[src/rtl/clint_bus_adapter.sv]
// clint_bus_adapter: bridges single-cycle core bus strobes to a 5-word CLINT port, with read-modify-write for partial writes and a wait timeout.
// Optional feature macro CLINT_SIFIVE_MAP_EN: when defined, decode uses the SiFive CLINT layout
//   (0x0000 msip, 0x4000/0x4004 mtimecmp, 0xBFF8/0xBFFC mtime); otherwise a linear 0x00..0x10 map is used.
// Ports:
//   clk_i, rst_i (async active-high)
//   p_strobe_i/p_we_i/p_addr_i/p_be_i/p_data_i : core request; p_data_o/p_ready_o/p_err_o : response
//   clint_en_o/clint_we_o/clint_addr_o/clint_data_o : CLINT access; clint_data_i/clint_ready_i : CLINT reply
module clint_bus_adapter #(
  parameter int XLEN           = 32,
  parameter int TIMEOUT_CYCLES = 15
) (
  input  logic            clk_i,
  input  logic            rst_i,
  input  logic            p_strobe_i,
  input  logic            p_we_i,
  input  logic [XLEN-1:0] p_addr_i,
  input  logic [3:0]      p_be_i,
  input  logic [XLEN-1:0] p_data_i,
  output logic [XLEN-1:0] p_data_o,
  output logic            p_ready_o,
  output logic            p_err_o,
  output logic            clint_en_o,
  output logic            clint_we_o,
  output logic [2:0]      clint_addr_o,
  output logic [XLEN-1:0] clint_data_o,
  input  logic [XLEN-1:0] clint_data_i,
  input  logic            clint_ready_i
);
  typedef enum logic [2:0] {IDLE, RD, RD_WAIT, WR, WR_WAIT, RESP} state_t;
  state_t          state_q;
  logic [7:0]      cnt_q, cnt_d;
  logic            we_q, rmw_q, timeout;
  logic [3:0]      be_q;
  logic [XLEN-1:0] wdata_q, mask, merged;
  logic [15:0]     off;
  logic            hit;
  logic [2:0]      idx;
  logic            unused_addr;
  assign off         = p_addr_i[15:0];
  assign unused_addr = ^p_addr_i[XLEN-1:16];
`ifdef CLINT_SIFIVE_MAP_EN
  assign hit = off inside {16'h0000, 16'h4000, 16'h4004, 16'hBFF8, 16'hBFFC};
  assign idx = off == 16'h0000 ? 3'd4 :
               off == 16'h4000 ? 3'd2 :
               off == 16'h4004 ? 3'd3 :
               off == 16'hBFF8 ? 3'd0 : 3'd1;
`else
  assign hit = off[15:5] == 11'd0 && off[1:0] == 2'd0 && off[4:2] <= 3'd4;
  assign idx = off[4:2];
`endif
  assign cnt_d   = cnt_q + 8'd1;
  assign timeout = cnt_d == 8'(TIMEOUT_CYCLES);
  // lanes above the 4 byte-enable lanes always come from the write data
  always_comb begin
    mask = '1;
    for (int i = 0; i < 4; i++) mask[8*i +: 8] = {8{be_q[i]}};
  end
  assign merged = (wdata_q & mask) | (clint_data_i & ~mask);
  always_ff @(posedge clk_i or posedge rst_i) begin
    if (rst_i) begin
      state_q      <= IDLE;
      cnt_q        <= '0;
      we_q         <= 1'b0;
      rmw_q        <= 1'b0;
      be_q         <= '0;
      wdata_q      <= '0;
      p_data_o     <= '0;
      p_ready_o    <= 1'b0;
      p_err_o      <= 1'b0;
      clint_en_o   <= 1'b0;
      clint_we_o   <= 1'b0;
      clint_addr_o <= '0;
      clint_data_o <= '0;
    end else begin
      case (state_q)
        IDLE: if (p_strobe_i) begin
          we_q         <= p_we_i;
          be_q         <= p_be_i;
          wdata_q      <= p_data_i;
          rmw_q        <= p_we_i && p_be_i != 4'h0 && p_be_i != 4'hF;
          clint_addr_o <= hit ? idx : 3'd0;
          if (!hit) begin
            state_q   <= RESP;
            p_ready_o <= 1'b1;
            p_err_o   <= 1'b1;
            p_data_o  <= '0;
          end else if (p_we_i && p_be_i == 4'hF) begin
            state_q      <= WR;
            clint_en_o   <= 1'b1;
            clint_we_o   <= 1'b1;
            clint_data_o <= p_data_i;
          end else begin
            state_q    <= RD;
            clint_en_o <= 1'b1;
          end
        end
        RD: begin
          state_q    <= RD_WAIT;
          clint_en_o <= 1'b0;
          cnt_q      <= '0;
        end
        WR: begin
          state_q    <= WR_WAIT;
          clint_en_o <= 1'b0;
          clint_we_o <= 1'b0;
          cnt_q      <= '0;
        end
        RD_WAIT: if (clint_ready_i && rmw_q) begin
          state_q      <= WR;
          clint_en_o   <= 1'b1;
          clint_we_o   <= 1'b1;
          clint_data_o <= merged;
        end else if (clint_ready_i || timeout) begin
          state_q   <= RESP;
          p_ready_o <= 1'b1;
          p_err_o   <= !clint_ready_i;
          p_data_o  <= clint_ready_i && !we_q ? clint_data_i : '0;
        end else cnt_q <= cnt_d;
        WR_WAIT: if (clint_ready_i || timeout) begin
          state_q   <= RESP;
          p_ready_o <= 1'b1;
          p_err_o   <= !clint_ready_i;
          p_data_o  <= '0;
        end else cnt_q <= cnt_d;
        RESP: begin
          state_q   <= IDLE;
          p_ready_o <= 1'b0;
          p_err_o   <= 1'b0;
          p_data_o  <= '0;
        end
        default: state_q <= IDLE;
      endcase
    end
  end
endmodule

[config.mk]
export PLATFORM = sky130hd
export DESIGN_NAME = clint_bus_adapter
export DESIGN_NICKNAME = d
export VERILOG_FILES = /design/src/rtl/clint_bus_adapter.sv
export SDC_FILE = /design/constraint.sdc
export NUM_CORES = 1
export LEC_CHECK = 0
export CAP_MARGIN = 20
export CORE_MARGIN = 10
export CORE_UTILIZATION = 60
export DETAILED_ROUTE_END_ITERATION = 16
export DONT_BUFFER_PORTS = 1
export GPL_ROUTABILITY_DRIVEN = 0
export MAX_ROUTING_LAYER = met4
export PLACE_DENSITY_LB_ADDON = 0.3
export SLEW_MARGIN = 20
export SYNTH_ARGS = -nofsm -noshare
export SYNTH_HDL_FRONTEND = slang
export SYNTH_SLANG_ARGS = --single-unit
[constraint.sdc]
create_clock -name clk_i -period 4.3 [get_ports clk_i]
set_clock_uncertainty 0.05 [all_clocks]
set_input_delay 0.645 -clock clk_i [delete_from_list [all_inputs] [get_ports clk_i]]
set_output_delay 0.645 -clock clk_i [all_outputs]
set_load 0.02 [all_outputs]
==> results.cfg, run 1 <==
[run_status]
outcome = complete, no violations

[power]
p_sw_mw = 1.96
power_mw = 5.16
leakagePower_nw = 2.83
p_seq_share_pct = 43.3
vdd_drop_max_uv = 387
p_sw_share_pct = 37.9
p_int_mw = 3.20
clockPowerShare_pct = 27.6
pwr-share-comb_pct = 29.1
p_per_area_nw_per_um2 = 773

[synthesis]
synth_ff_type = dfrtp_1
synth.distinct_cells = 58
synth_edf_count = 0
syn-num-nets = 662
syn-instance-count = 555
yosysSeqAreaShare_pct = 50.3
yosysWarnings = 0
synth.cell_area_um2 = 5970
ys_ff_latch = 120
synth-async-reset-ratio_pct = 100
synth_area_per_cell_um2 = 10.8

[critical_path]
endpoint_kind = flip-flop
r2r_slack_ns = 1.64
rr_startpoint = state_q[2]
setup.worst_path.class = flip-flop to flip-flop
slowest_stage = nor2_4
worstSetupStartpointType = flip-flop
slowest_delay_ns = 0.74
ff2ff_path_depth = 5
reg2reg_to = wdata_q[5]
path_cells = inv_1, nand2_1, nor2_4, buf_4, mux2_2
worstPathMaxFanout = 28
critical_path_required_ns = 4.66
arrival_ns = 3.02

[clock_tree]
clk_latency_ns = 0.53
tritoncts = yes
h-tree-depth = 4
cts.clk_slew.worst_paths_ns = 0.06
cts_buffers = 17
cts_sinks = 120
hold_buffers = 0
cts.path.max_buffers = 2
root_buffer = clkbuf_8
cts_resized = 0
post_cts_buffers = 0

[timing]
setup_viol = 0
fin_tns_setup_ns = 0
rsz0062_at_grt = false
worst_pin_slew_ns = 1.07
layout_min_cycle_time_ns = 2.66
fin_crit_sh_pct = 61.9
hold_viol_final = 0
max_freq_ghz = 0.376
slew_viol_final = 0
relSlewSlack_pct = 28.3

[die]
fp.dieW_um = 120
die_y_um = 120
design.core.area_um2 = 9730
num_rows = 36
die_area_um2 = 14300
io_pins = 176
initial_core_util_pct = 61.4

[route]
routed_wl_um = 16500
ant_nets = 0
drc = 0
drt_iter0_drc = 455
drt-pass1-iter-count = 5
vias = 4592
vias_per_cell = 6.66
post_drt_wl_per_cell_um = 24.0

[finish]
stdcell_area_um2 = 6680
utilization_pct = 68.6
diodes = 0
mostFrequentLayoutCells = dfrtp_1, mux2_2, nand2_1, a21oi_1, nor2_1
final_layout_size_suffix_gt1_share_pct = 21.2
mostFrequentLayoutCell = dfrtp_1
nets = 651
areaGrowthSynthToFinish_pct = 11.8

[grt]
grt_start_max_net_pins = 72
gr-total-overflow = 0
grt_pass1_wl_um = 25800
antenna_found_initial = 0
grtUsageTotal_pct = 23.4
grt_pass1_vias = 4645

[run]
maxCapViolations = 0

[hold_path]
hp-class = input port to asynchronous set/reset pin

[placed_design]
placement.io_buffers = 0
dp_hpwl_um = 11400
place_area_um2 = 6080
Yosys cell counts (all sizes together), types with 2 or more instances:
| cell | count | area share (%) |
|---|---|---|
| a211oi | 2 | 0.25 |
| a21boi | 2 | 0.25 |
| a21o | 3 | 0.38 |
| a21oi | 43 | 3.7 |
| a32oi | 29 | 4.3 |
| and2 | 2 | 0.21 |
| and4 | 3 | 0.44 |
| buf | 17 | 1.5 |
| clkbuf | 23 | 1.5 |
| dfrtp | 120 | 50 |
| ha | 2 | 0.42 |
| inv | 8 | 0.50 |
| mux2 | 69 | 13 |
| mux2i | 32 | 5.4 |
| nand2 | 49 | 3.1 |
| nand2b | 3 | 0.31 |
| nand3 | 19 | 1.6 |
| nand4 | 2 | 0.21 |
| nor2 | 40 | 2.5 |
| nor3 | 4 | 0.42 |
| nor4 | 4 | 0.42 |
| o2111a | 2 | 0.38 |
| o2111ai | 4 | 0.59 |
| o211a | 2 | 0.34 |
| o211ai | 6 | 0.75 |
| o21a | 2 | 0.25 |
| o21ai | 37 | 3.2 |
| o22ai | 2 | 0.21 |
| o41ai | 2 | 0.29 |
| or4 | 2 | 0.31 |
| xor2 | 3 | 0.44 |
metrics by stage:
| stage | worst slack, ns | hold WS, ns | cells |
|---|---|---|---|
| after floorplan | 0.419 | 0.420 | 555 |
| after global placement | 1.70 | 0.434 | 658 |
| after detailed placement | 1.66 | 0.440 | 658 |
| after CTS | 1.65 | 0.149 | 690 |
| after global routing | 1.43 | 0.166 | 690 |
| final | 1.64 | 0.116 | 690 |
critical path, delay by kind of cell (launching register included):
kind                   cells  cell delay, ns
buffers and inverters      2            0.60
muxes                      1            0.37
and+or+nand+nor            2            0.96
DFF                        1            0.55
how the worst max path moves through the flow:
| stage | startpoint | endpoint | depth (start not counted) |
|---|---|---|---|
| detailed placement | state_q[2] | wdata_q[5] | 5 |
| floorplan | rst_i | be_q[0] | 1 |
| CTS | state_q[2] | be_q[0] | 5 |
| finish | state_q[2] | wdata_q[5] | 5 |
| global placement | state_q[2] | wdata_q[31] | 5 |
| global route | state_q[1] | cnt_q[1] | 5 |
power groups by stage:
stage | Clock (mW) | Sequential, mW | Combinational (mW)
finish | 1.42 | 2.23 | 1.50
global route | 1.48 | 2.29 | 1.65
CTS | 1.44 | 2.23 | 1.50
detailed placement | 0 | 2.25 | 1.50
global placement | 0 | 2.22 | 1.43
floorplan | 0 | 2.01 | 1.31
final cells by class:
cell class                      count  area [um^2]
Inverter                            8         32.5
Fill cell                         720         3050
Clock buffer                       23          477
Timing Repair Buffer               10         75.1
Clock inverter                      9          120
Tap cell                          133          166
Multi-Input combinational cell    387         2800
Sequential cell                   120         3000
state kept, by name, summed over array words and instances (netlist names):
| signal | cells |
|---|---|
| clint_en_o | 1 |
| cnt_q | 8 |
| state_q | 3 |
| rmw_q | 1 |
| p_data_o | 32 |
| clint_addr_o | 3 |
| wdata_q | 32 |
| we_q | 1 |
| p_err_o | 1 |
| clint_data_o | 32 |
| p_ready_o | 1 |
| clint_we_o | 1 |
| be_q | 4 |
kinds of logic (layout without fill, tap and decap cells):
| group | Yosys count | after routing | share of synthesized area, % |
|---|---|---|---|
| and+or+nand+nor | 133 | 133 | 10.2 |
| DFF | 120 | 120 | 50.3 |
| adders and majority gates | 2 | 2 | 0.419 |
| AOI/OAI and AO/OA | 147 | 147 | 16.6 |
| buffers and inverters | 48 | 50 | 3.50 |
| xor gates and xnor gates | 4 | 4 | 0.587 |
| muxes | 101 | 101 | 18.4 |
routing by layer:
metal | track usage (%) | vias to the layer above | part of all wire (%)
met5 | - | - | 0
met4 | 10.4 | 0 | 3.1
met3 | 11.4 | 46 | 12
met2 | 36.2 | 244 | 48
met1 | 24.9 | 2262 | 36
li1 | - | 2040 | -
No activity file was read; power rests on OpenSTA's default activity.
==> inputs of run 2 (changes only) <==
- CORE_UTILIZATION: 60 -> 57
- clock period: 4.3 -> 2.35 ns (I/O delays scaled with it)
==> results.cfg, run 2 (synthesis results as in run 1) <==
[finish]
utilization_pct = 74.3
largest_registers = clint_data_o (32), p_data_o (32), wdata_q (32)
diodes = 0
multi_input_area_um2 = 2800
mostFrequentLayoutCells = dfrtp_1, dlygate4sd3_1, mux2_2, nand2_1, a21oi_1
nets = 734
seqCellArea_um2 = 3000
fillers = 679
mostFrequentLayoutCell = dfrtp_1
areaGrowthSynthToFinish_pct = 27.9
final_layout_size_suffix_gt1_share_pct = 20.3

[power]
p_per_area_nw_per_um2 = 1340
leakagePower_nw = 3.23
vdd_drop_max_uv = 720

[timing]
fin_crit_sh_pct = 94.9
relSlewSlack_pct = 56.0
fin_tns_setup_ns = 0
layout_min_cycle_time_ns = 2.23
max_freq_ghz = 0.448
hold_viol_final = 0
worst_pin_slew_ns = 0.660
setup_viol = 0
slew_viol_final = 0
rsz0062_at_grt = false

[route]
drt-pass1-iter-count = 5
vias = 5108
drc = 0
post_drt_wl_per_cell_um = 25.2
ant_nets = 0
vias_per_cell = 6.58
routed_wl_um = 19500
drt_iter0_drc = 414

[grt]
antenna_found_initial = 0
grtUsageTotal_pct = 27.1
gr-total-overflow = 0
grt_pass1_vias = 5392
grt_pass1_wl_um = 30500
grt_start_max_net_pins = 121

[hold_path]
hp-class = input port to flip-flop
whs_endpoint = cnt_q[7]
min_path_cells = 2
hp-start = clint_ready_i

[clock_tree]
h-tree-depth = 4
cts_sinks = 120
cts_buffers = 17
cts.path.max_buffers = 2
root_buffer = clkbuf_8
post_cts_buffers = 0
cts.clk_slew.worst_paths_ns = 0.06
tritoncts = yes
clk_latency_ns = 0.52

[critical_path]
worstPathMaxFanout = 10
crit_path_start = cnt_q[1]
arrival_ns = 2.57
r2r_slack_ns = 0.12
ff2ff_path_depth = 7
critical_path_required_ns = 2.69
reg2reg_to = cnt_q[6]
worstSetupStartpointType = flip-flop
setup.worst_path.class = flip-flop to flip-flop
rr_startpoint = cnt_q[1]
endpoint_kind = flip-flop

[die]
die_y_um = 122
initial_core_util_pct = 58.1
num_rows = 37
die_area_um2 = 15000
io_pins = 176
fp.dieW_um = 122
design.core.area_um2 = 10300

[run_status]
outcome = complete, no violations

[placed_design]
placement.io_buffers = 0
dp_hpwl_um = 11600

[run]
maxCapViolations = 0
==> run 2: critical path, stage by stage, from the launching register on <==
cell      delay [ns]
dfrtp_2         0.41
ha_2            0.25
xor2_1          0.16
nand3b_1        0.09
or4_4           0.49
buf_4           0.20
o211a_1         0.26
o32ai_1         0.20
==> run 2: cell type report <==
type / instances / area share, %
clock buffer: 20 / 5.83
clock inverter: 12 / 2.90
inverter: 8 / 0.442
multi-input combinational: 387 / 36.7
sequential: 120 / 39.3
tap: 136 / 2.23
timing repair buffer: 93 / 12.5
==> run 2: how the worst max path moves through the flow <==
stage | slack [ns] | end
finish | 0.12 | cnt_q[6]
global route | 0.05 | cnt_q[6]
CTS | 0.10 | cnt_q[6]
detailed placement | 0.12 | cnt_q[6]
global placement | 0.22 | state_q[2]
floorplan | 0.32 | state_q[1]
==> run 2: power breakdown <==
part / switching, mW / total (mW) / internal, mW
registers: 1.26 / 4.09 / 2.83
logic: 1.65 / 3.20 / 1.55
clock network: 0.947 / 2.94 / 1.99
total: 3.85 / 10.2 / 6.37
==> run 2: repair_timing <==
item / in CTS / in global routing
resized for setup: 0 / 2
hold buffers: 74 / 0
hold endpoints to repair: 197 / 0
endpoints found under the setup margin: 0 / 1
==> run 2: per-stage QoR <==
step	area (um^2)	cells	power (mW)	setup WS, ns	hold WS (ns)
after floorplan	5970	555	6.07	0.321	0.420
after global placement	6230	670	6.86	0.215	0.409
after detailed placement	6230	670	7.03	0.124	0.413
after CTS	7630	776	10.1	0.105	0.00782
after global routing	7640	776	10.7	0.0538	0.00411
final	7640	776	10.2	0.119	0.0159
==> run 2: layer usage <==
layer | vias to the layer above | part of all wire (%) | GRT usage (%)
met3 | 76 | 11 | 11.2
li1 | 2197 | - | -
met2 | 329 | 49 | 42.7
met4 | 0 | 4.0 | 12.8
met1 | 2506 | 35 | 29.3
met5 | - | 0 | -
